==> src/rtl/cart_mem_arbiter_pkg.sv <==
// Shared constants and types for the cartridge memory arbiter: requester ids,
// flat address map prefixes, requester FSM states and the memory command word.
package cart_mem_arbiter_pkg;

    localparam int ADDR_W = 21;

    localparam logic REQ_CPU = 1'b0;
    localparam logic REQ_PPU = 1'b1;

    localparam logic [1:0] PRG_ROM_PFX = 2'b00;
    localparam logic [2:0] CHR_PFX     = 3'b100;
    localparam logic [5:0] PRG_RAM_PFX = 6'b110000;

    typedef enum logic [1:0] {
        ST_IDLE = 2'd0,
        ST_PEND = 2'd1,
        ST_WAIT = 2'd2
    } req_st_e;

    typedef struct packed {
        logic              we;
        logic [ADDR_W-1:0] addr;
        logic [7:0]        wdata;
    } mem_cmd_t;

    function automatic logic [ADDR_W-1:0] prg_addr(input logic sel_ram,
                                                   input logic [18:0] rom,
                                                   input logic [14:0] ram);
        return sel_ram ? {PRG_RAM_PFX, ram} : {PRG_ROM_PFX, rom};
    endfunction

    function automatic logic [ADDR_W-1:0] chr_addr(input logic [17:0] chr);
        return {CHR_PFX, chr};
    endfunction

endpackage

==> src/rtl/cart_mem_arbiter_if.sv <==
// CPU, PPU and board-memory signals of the arbiter. Directions in signal names
// are from the arbiter's point of view; master is the arbiter, slave the board.
interface cart_mem_arbiter_if;

    logic        cpu_req_i;
    logic        cpu_sel_ram_i;
    logic        cpu_we_i;
    logic [18:0] cpu_rom_addr_i;
    logic [14:0] cpu_ram_addr_i;
    logic [7:0]  cpu_wdata_i;
    logic [7:0]  cpu_rdata_o;
    logic        cpu_ack_o;

    logic        ppu_req_i;
    logic        ppu_we_i;
    logic [17:0] ppu_addr_i;
    logic [7:0]  ppu_wdata_i;
    logic [7:0]  ppu_rdata_o;
    logic        ppu_ack_o;

    logic        mem_req_o;
    logic        mem_we_o;
    logic [20:0] mem_addr_o;
    logic [7:0]  mem_wdata_o;
    logic        mem_ready_i;
    logic        mem_rvalid_i;
    logic [7:0]  mem_rdata_i;

    logic        proto_err_o;

    modport master (
        input  cpu_req_i, cpu_sel_ram_i, cpu_we_i, cpu_rom_addr_i, cpu_ram_addr_i, cpu_wdata_i,
        output cpu_rdata_o, cpu_ack_o,
        input  ppu_req_i, ppu_we_i, ppu_addr_i, ppu_wdata_i,
        output ppu_rdata_o, ppu_ack_o,
        output mem_req_o, mem_we_o, mem_addr_o, mem_wdata_o,
        input  mem_ready_i, mem_rvalid_i, mem_rdata_i,
        output proto_err_o
    );

    modport slave (
        output cpu_req_i, cpu_sel_ram_i, cpu_we_i, cpu_rom_addr_i, cpu_ram_addr_i, cpu_wdata_i,
        input  cpu_rdata_o, cpu_ack_o,
        output ppu_req_i, ppu_we_i, ppu_addr_i, ppu_wdata_i,
        input  ppu_rdata_o, ppu_ack_o,
        input  mem_req_o, mem_we_o, mem_addr_o, mem_wdata_o,
        output mem_ready_i, mem_rvalid_i, mem_rdata_i,
        input  proto_err_o
    );

endinterface

==> src/rtl/cart_tag_fifo.sv <==
// In-flight read tag FIFO: holds the requester id of each accepted read so
// in-order memory returns can be routed back to whoever issued them.
module cart_tag_fifo #(
    parameter int DEPTH = 2
) (
    input  logic clk_i,
    input  logic rst_n_i,
    input  logic push_i,
    input  logic push_id_i,
    input  logic pop_i,
    output logic pop_id_o,
    output logic empty_o,
    output logic full_o
);

    localparam int PW = $clog2(DEPTH);

    logic [DEPTH-1:0] mem_q, mem_d;
    logic [PW:0]      wr_q, wr_d, rd_q, rd_d;

    always_comb begin
        mem_d = mem_q;
        wr_d  = wr_q;
        rd_d  = rd_q;
        if (push_i) begin
            mem_d[wr_q[PW-1:0]] = push_id_i;
            wr_d                = wr_q + (PW+1)'(1);
        end
        if (pop_i) begin
            rd_d = rd_q + (PW+1)'(1);
        end
    end

    always_ff @(posedge clk_i) begin
        if (!rst_n_i) begin
            mem_q <= '0;
            wr_q  <= '0;
            rd_q  <= '0;
        end else begin
            mem_q <= mem_d;
            wr_q  <= wr_d;
            rd_q  <= rd_d;
        end
    end

    // Pointers carry one extra wrap bit to tell full from empty.
    assign empty_o  = (wr_q == rd_q);
    assign full_o   = (wr_q[PW] != rd_q[PW]) && (wr_q[PW-1:0] == rd_q[PW-1:0]);
    assign pop_id_o = mem_q[rd_q[PW-1:0]];

endmodule

==> src/rtl/cart_mem_arbiter.sv <==
// Shares the cartridge memory port between the CPU (PRG ROM/RAM) and PPU (CHR)
// sides: flat address packing, arbitration, command register and read routing.
module cart_mem_arbiter
    import cart_mem_arbiter_pkg::*;
#(
    parameter bit PPU_PRIORITY = 1'b1,
    parameter int TAG_DEPTH    = 2
) (
    input  logic               clk_i,
    input  logic               rst_n_i,
    cart_mem_arbiter_if.master bus
);

    req_st_e    st_q [2];
    req_st_e    st_d [2];
    logic [7:0] rdata_q [2];
    logic [7:0] rdata_d [2];
    logic [1:0] ack_q, ack_d;
    logic       cmd_vld_q, cmd_vld_d;
    mem_cmd_t   cmd_q, cmd_d;
    logic       cmd_id_q, cmd_id_d;
    logic       rr_last_q, rr_last_d;
    logic       err_q, err_d;

    logic [1:0] req, loaded, want;
    logic       cpu_rom_wr, accept, grant;
    logic       tag_push, tag_pop, tag_id, tag_empty, tag_full;

    assign req        = {bus.ppu_req_i, bus.cpu_req_i};
    assign cpu_rom_wr = bus.cpu_we_i & ~bus.cpu_sel_ram_i;
    assign accept     = cmd_vld_q & bus.mem_ready_i;
    assign tag_push   = accept & ~cmd_q.we;
    assign tag_pop    = bus.mem_rvalid_i & ~tag_empty;
    assign loaded     = {cmd_vld_q & cmd_id_q, cmd_vld_q & ~cmd_id_q};

    // A requester competes while pending and not already sitting in the command
    // register; req is ignored during the ack cycle since it is still held high.
    assign want[REQ_CPU] = (st_q[REQ_CPU] == ST_PEND && !loaded[REQ_CPU])
                        || (st_q[REQ_CPU] == ST_IDLE && req[REQ_CPU] && !ack_q[REQ_CPU] && !cpu_rom_wr);
    assign want[REQ_PPU] = (st_q[REQ_PPU] == ST_PEND && !loaded[REQ_PPU])
                        || (st_q[REQ_PPU] == ST_IDLE && req[REQ_PPU] && !ack_q[REQ_PPU]);

    always_comb begin
        if (want[REQ_CPU] && want[REQ_PPU]) begin
            grant = PPU_PRIORITY ? REQ_PPU : ~rr_last_q;
        end else begin
            grant = want[REQ_PPU];
        end
    end

    always_comb begin
        st_d      = st_q;
        rdata_d   = rdata_q;
        ack_d     = '0;
        cmd_vld_d = cmd_vld_q;
        cmd_d     = cmd_q;
        cmd_id_d  = cmd_id_q;
        rr_last_d = rr_last_q;
        err_d     = err_q | (bus.mem_rvalid_i & tag_empty);

        for (int r = 0; r < 2; r++) begin
            if (st_q[r] == ST_IDLE && req[r] && !ack_q[r]) st_d[r] = ST_PEND;
        end

        // Writes to PRG ROM never reach memory; they just complete.
        if (st_q[REQ_CPU] == ST_IDLE && bus.cpu_req_i && !ack_q[REQ_CPU] && cpu_rom_wr) begin
            st_d[REQ_CPU]  = ST_IDLE;
            ack_d[REQ_CPU] = 1'b1;
        end

        if (accept) begin
            cmd_vld_d = 1'b0;
            if (cmd_q.we) begin
                st_d[cmd_id_q]  = ST_IDLE;
                ack_d[cmd_id_q] = 1'b1;
            end else begin
                st_d[cmd_id_q] = ST_WAIT;
            end
        end

        if (tag_pop) begin
            st_d[tag_id]    = ST_IDLE;
            ack_d[tag_id]   = 1'b1;
            rdata_d[tag_id] = bus.mem_rdata_i;
        end

        if ((!cmd_vld_q || accept) && want != 2'b00) begin
            cmd_vld_d = 1'b1;
            cmd_id_d  = grant;
            rr_last_d = grant;
            if (grant == REQ_PPU) begin
                cmd_d = '{we: bus.ppu_we_i, addr: chr_addr(bus.ppu_addr_i), wdata: bus.ppu_wdata_i};
            end else begin
                cmd_d = '{we:    bus.cpu_we_i & bus.cpu_sel_ram_i,
                          addr:  prg_addr(bus.cpu_sel_ram_i, bus.cpu_rom_addr_i, bus.cpu_ram_addr_i),
                          wdata: bus.cpu_wdata_i};
            end
        end
    end

    always_ff @(posedge clk_i) begin
        if (!rst_n_i) begin
            st_q      <= '{default: ST_IDLE};
            rdata_q   <= '{default: 8'h00};
            ack_q     <= '0;
            cmd_vld_q <= 1'b0;
            cmd_q     <= '0;
            cmd_id_q  <= REQ_CPU;
            rr_last_q <= REQ_PPU;
            err_q     <= 1'b0;
        end else begin
            st_q      <= st_d;
            rdata_q   <= rdata_d;
            ack_q     <= ack_d;
            cmd_vld_q <= cmd_vld_d;
            cmd_q     <= cmd_d;
            cmd_id_q  <= cmd_id_d;
            rr_last_q <= rr_last_d;
            err_q     <= err_d;
        end
    end

    cart_tag_fifo #(.DEPTH(TAG_DEPTH)) u_tag_fifo (
        .clk_i     (clk_i),
        .rst_n_i   (rst_n_i),
        .push_i    (tag_push),
        .push_id_i (cmd_id_q),
        .pop_i     (tag_pop),
        .pop_id_o  (tag_id),
        .empty_o   (tag_empty),
        .full_o    (tag_full)
    );

    // One outstanding access per requester keeps the FIFO from overflowing.
    tag_no_overflow: assert property (@(posedge clk_i) disable iff (!rst_n_i)
                                      !(tag_push && tag_full && !tag_pop));

    assign bus.mem_req_o   = cmd_vld_q;
    assign bus.mem_we_o    = cmd_q.we;
    assign bus.mem_addr_o  = cmd_q.addr;
    assign bus.mem_wdata_o = cmd_q.wdata;
    assign bus.cpu_ack_o   = ack_q[REQ_CPU];
    assign bus.ppu_ack_o   = ack_q[REQ_PPU];
    assign bus.cpu_rdata_o = rdata_q[REQ_CPU];
    assign bus.ppu_rdata_o = rdata_q[REQ_PPU];
    assign bus.proto_err_o = err_q;

endmodule

==> src/flat_wrapper.sv <==
// flat-port wrapper written by rule: the top's interface ports become plain ports
module cart_mem_arbiter_flat import cart_mem_arbiter_pkg::*;
#(
    parameter bit PPU_PRIORITY = 1'b1,
    parameter int TAG_DEPTH    = 2
)
  (clk_i, rst_n_i, bus_cpu_req_i, bus_cpu_sel_ram_i, bus_cpu_we_i, bus_cpu_rom_addr_i, bus_cpu_ram_addr_i, bus_cpu_wdata_i, bus_cpu_rdata_o, bus_cpu_ack_o, bus_ppu_req_i, bus_ppu_we_i, bus_ppu_addr_i, bus_ppu_wdata_i, bus_ppu_rdata_o, bus_ppu_ack_o, bus_mem_req_o, bus_mem_we_o, bus_mem_addr_o, bus_mem_wdata_o, bus_mem_ready_i, bus_mem_rvalid_i, bus_mem_rdata_i, bus_proto_err_o);
  cart_mem_arbiter_if bus_i ();
  input  logic clk_i;
  input  logic rst_n_i;
  input wire logic [$bits(bus_i.cpu_req_i)-1:0] bus_cpu_req_i;
  input wire logic [$bits(bus_i.cpu_sel_ram_i)-1:0] bus_cpu_sel_ram_i;
  input wire logic [$bits(bus_i.cpu_we_i)-1:0] bus_cpu_we_i;
  input wire logic [$bits(bus_i.cpu_rom_addr_i)-1:0] bus_cpu_rom_addr_i;
  input wire logic [$bits(bus_i.cpu_ram_addr_i)-1:0] bus_cpu_ram_addr_i;
  input wire logic [$bits(bus_i.cpu_wdata_i)-1:0] bus_cpu_wdata_i;
  output wire logic [$bits(bus_i.cpu_rdata_o)-1:0] bus_cpu_rdata_o;
  output wire logic [$bits(bus_i.cpu_ack_o)-1:0] bus_cpu_ack_o;
  input wire logic [$bits(bus_i.ppu_req_i)-1:0] bus_ppu_req_i;
  input wire logic [$bits(bus_i.ppu_we_i)-1:0] bus_ppu_we_i;
  input wire logic [$bits(bus_i.ppu_addr_i)-1:0] bus_ppu_addr_i;
  input wire logic [$bits(bus_i.ppu_wdata_i)-1:0] bus_ppu_wdata_i;
  output wire logic [$bits(bus_i.ppu_rdata_o)-1:0] bus_ppu_rdata_o;
  output wire logic [$bits(bus_i.ppu_ack_o)-1:0] bus_ppu_ack_o;
  output wire logic [$bits(bus_i.mem_req_o)-1:0] bus_mem_req_o;
  output wire logic [$bits(bus_i.mem_we_o)-1:0] bus_mem_we_o;
  output wire logic [$bits(bus_i.mem_addr_o)-1:0] bus_mem_addr_o;
  output wire logic [$bits(bus_i.mem_wdata_o)-1:0] bus_mem_wdata_o;
  input wire logic [$bits(bus_i.mem_ready_i)-1:0] bus_mem_ready_i;
  input wire logic [$bits(bus_i.mem_rvalid_i)-1:0] bus_mem_rvalid_i;
  input wire logic [$bits(bus_i.mem_rdata_i)-1:0] bus_mem_rdata_i;
  output wire logic [$bits(bus_i.proto_err_o)-1:0] bus_proto_err_o;
  assign bus_i.cpu_req_i = bus_cpu_req_i;
  assign bus_i.cpu_sel_ram_i = bus_cpu_sel_ram_i;
  assign bus_i.cpu_we_i = bus_cpu_we_i;
  assign bus_i.cpu_rom_addr_i = bus_cpu_rom_addr_i;
  assign bus_i.cpu_ram_addr_i = bus_cpu_ram_addr_i;
  assign bus_i.cpu_wdata_i = bus_cpu_wdata_i;
  assign bus_cpu_rdata_o = bus_i.cpu_rdata_o;
  assign bus_cpu_ack_o = bus_i.cpu_ack_o;
  assign bus_i.ppu_req_i = bus_ppu_req_i;
  assign bus_i.ppu_we_i = bus_ppu_we_i;
  assign bus_i.ppu_addr_i = bus_ppu_addr_i;
  assign bus_i.ppu_wdata_i = bus_ppu_wdata_i;
  assign bus_ppu_rdata_o = bus_i.ppu_rdata_o;
  assign bus_ppu_ack_o = bus_i.ppu_ack_o;
  assign bus_mem_req_o = bus_i.mem_req_o;
  assign bus_mem_we_o = bus_i.mem_we_o;
  assign bus_mem_addr_o = bus_i.mem_addr_o;
  assign bus_mem_wdata_o = bus_i.mem_wdata_o;
  assign bus_i.mem_ready_i = bus_mem_ready_i;
  assign bus_i.mem_rvalid_i = bus_mem_rvalid_i;
  assign bus_i.mem_rdata_i = bus_mem_rdata_i;
  assign bus_proto_err_o = bus_i.proto_err_o;
  cart_mem_arbiter #(.PPU_PRIORITY(PPU_PRIORITY), .TAG_DEPTH(TAG_DEPTH)) u_core (.clk_i(clk_i), .rst_n_i(rst_n_i), .bus(bus_i));
endmodule
==> config.mk <==
export PLATFORM = sky130hd
export DESIGN_NAME = cart_mem_arbiter_flat
export DESIGN_NICKNAME = d
export VERILOG_FILES = /design/src/rtl/cart_mem_arbiter_pkg.sv /design/src/rtl/cart_mem_arbiter_if.sv /design/src/rtl/cart_tag_fifo.sv /design/src/rtl/cart_mem_arbiter.sv /design/src/flat_wrapper.sv
export SDC_FILE = /design/constraint.sdc
export NUM_CORES = 1
export LEC_CHECK = 0
export ABC_AREA = 1
export CAP_MARGIN = 20
export CORE_MARGIN = 3
export CORE_UTILIZATION = 30
export CTS_CLUSTER_DIAMETER = 80
export DETAILED_ROUTE_END_ITERATION = 7
export SLEW_MARGIN = 20
export SYNTH_ARGS = -nofsm -noshare
export SYNTH_HDL_FRONTEND = slang
export SYNTH_HIERARCHICAL = 1
export SYNTH_SLANG_ARGS = --single-unit
==> constraint.sdc <==
create_clock -name clk_i -period 2.01 [get_ports clk_i]
set_input_delay 0.3015 -clock clk_i [delete_from_list [all_inputs] [get_ports clk_i]]
set_output_delay 0.3015 -clock clk_i [all_outputs]
set_load 0.02 [all_outputs]
==> impl_metrics.env <==
export IMPL_slew_viol_final=0
export IMPL_critical_path_class="flip-flop to output pin"
export IMPL_p_leak_uw=0.00216
export IMPL_wl_mm=8.92
export IMPL_area_growth_pct=55.3
export IMPL_syn_avg_cell_area_um2=6.02
export IMPL_min_from="u_core/bus.cpu_rdata_o[7]"
export IMPL_ioPinCount=135
export IMPL_cts_tree="yes"
export IMPL_worst_pin_slew_ns=0.500
export IMPL_slew_headroom_pct=66.6
export IMPL_vias_per_cell=4.24
export IMPL_setup_viol=0
export IMPL_portBuffers=134
export IMPL_hold_worst_slack_ns=0.467
export IMPL_clk_pin_slew_worst_paths_ns=0.06
export IMPL_path_buf_inv=1
export IMPL_period_share_pct=84.8
export IMPL_period_needed_ns=1.71
export IMPL_n_antenna_cell=0
export IMPL_drc=0
export IMPL_core_um2=9500
export IMPL_fmaxAchievable_mhz=586
export IMPL_hold_viol_final=0
export IMPL_power_uw=3910
export IMPL_stdcell_area_um2=4690
export IMPL_hold_buffers=0
export IMPL_yosys_warnings=6
export IMPL_drtAntennaViolNets=0
export IMPL_cap_violations=0
export IMPL_power_density_nw_per_um2=834
export IMPL_start_util_pct=31.7
export IMPL_die_width_um=106
export IMPL_required_ns=1.71
export IMPL_rows=35
export IMPL_hold_path_depth=2
export IMPL_r2r_start="u_core/u_tag_fifo/wr_q[0]"
export IMPL_rr_worst_depth=9
export IMPL_critPathSlowestCell="clkdlybuf4s50_1"
export IMPL_drive_above_1_share_pct=4.55
export IMPL_first_iter_violations=119
export IMPL_crit_start="u_core/bus.mem_we_o"
export IMPL_nNetsFinal=719
export IMPL_die_h_um=106
export IMPL_skew_ns=0.00564
export IMPL_cts_root_buf="clkbuf_8"
export IMPL_cp_depth=1
export IMPL_cts_resized=0
export IMPL_synth_nets=586
export IMPL_irDropWorstVdd_v=0.000315
export IMPL_crit_family="buffers and inverters"
export IMPL_path_cells="clkdlybuf4s50_1"
export IMPL_dpl_cell_area_um2=4530
export IMPL_place_hpwl_mm=6.73
export IMPL_cts_buffers=9
export IMPL_fillers=1015
export IMPL_grt_pass1_vias=3070
export IMPL_critPathLaunchType="flip-flop"
export IMPL_dr_pass1_iters=4
export IMPL_hp_class="flip-flop to flip-flop"
export IMPL_worstPathArrival_ns=1.40
export IMPL_synthesis_area_um2=3020
export IMPL_rsz0062_at_grt="no"
export IMPL_antenna_found_initial=0
export IMPL_vias=3251
export IMPL_grt_pass1_wl_mm=14.8
export IMPL_worst_path_largest_cell_delay_ns=0.67
export IMPL_worstPathMaxFanout=5
export IMPL_place_gp_congestion=0.808
export IMPL_grt_ovfl_total=0
export IMPL_grt_max_degree=40
export IMPL_synthCells=501
export IMPL_die_area_um2=11300
export IMPL_status="completed"
export IMPL_cts_sinks=61
export IMPL_grt_total_usage_pct=16.1
export IMPL_htreeDepth=3
export IMPL_end_kind="output pin"
export IMPL_clk_latency_ns=0.33
export IMPL_ctsLongestPathBuffers=2
export IMPL_wl_per_cell_um=11.6
export IMPL_postCtsSetupBuffers=0
[state kept, by name, indices dropped and copies added (netlist names)]
signal                   flops
u_core/u_tag_fifo/mem_q      2
u_core/bus.mem_addr_o       21
u_core/ack_q                 2
u_core/u_tag_fifo/wr_q       2
u_core/st_q                  4
u_core/bus.cpu_rdata_o       8
u_core/bus.mem_we_o          1
u_core/cmd_id_q              1
u_core/bus.ppu_rdata_o       8
u_core/bus.proto_err_o       1
u_core/bus.mem_req_o         1
u_core/u_tag_fifo/rd_q       2
u_core/bus.mem_wdata_o       8
[placed cells by master, fill, tap and decap left out]
cell and count:
nand2_1 227, clkdlybuf4s50_1 134, nor2_1 80, dfxtp_1 61, inv_1 48, a21oi_1 27
nand3_1 17, clkbuf_8 10, buf_4 7, buf_12 4, o21ai_0 4, clkbuf_1 3
clkinv_2 2, inv_2 2, nand2_2 2, nand4_1 2, nor3_1 1, nand3_2 1
o21bai_4 1, clkinv_1 1, a31oi_1 1, nor4_1 1, o211a_1 1, o21ai_1 1
[per-layer routing]
layer	vias to the layer above	part of all wire, %	global-route usage (%)
met5	-	0	0
met4	0	2.0	6.48
met3	13	5.0	3.46
met2	75	49	27.6
met1	1400	44	19.6
li1	1763	-	-
[worst paths after layout]
check	slack, ns	endpoint
setup / recovery	0.30	bus_mem_we_o
hold / removal	0.47	u_core/bus.cpu_rdata_o[7]
setup reg to reg	0.33	u_core/st_q[3]
hold reg to reg	0.47	u_core/bus.cpu_rdata_o[7]
[through the flow]
| stage | setup TNS, ns | setup WS, ns | util [%] | cells |
|---|---|---|---|---|
| final | 0 | 0.305 | 49.3 | 767 |
| after global routing | 0 | 0.104 | 49.3 | 767 |
| after CTS | 0 | 0.271 | 49.3 | 767 |
| after detailed placement | -0.0508 | -0.0186 | 47.6 | 752 |
| after global placement | 0 | 0.0422 | 47.6 | 752 |
| after floorplan | 0 | 0.582 | - | 501 |
[area by class of cell]
cell class                      instances  area, µm²  share of cell area, %
Clock buffer                           13        149                   3.18
Tap cell                              129        161                   3.44
Multi-Input combinational cell        366       1480                   31.6
Clock inverter                          2       10.0                  0.214
Inverter                               51        191                   4.09
Sequential cell                        61       1220                   26.1
Timing Repair Buffer                  145       1470                   31.5
[power by group]
part	internal, µW	total (µW)	switching (µW)	leakage, µW
sequential	1380	1480	96.4	0.000501
combinational	695	1510	818	0.00157
clock	472	918	446	0.0000833
[worst register-to-register path, stage by stage (launching register included)]
cell and delay [ns]:
dfxtp_1 0.37, inv_1 0.09, nand2_1 0.06, nand2_1 0.05, a21oi_1 0.18, nor2_1 0.11, nand2_2 0.08, clkinv_1 0.27
a21oi_1 0.27, o211a_1 0.17
Power figures use the tool's default switching activity.
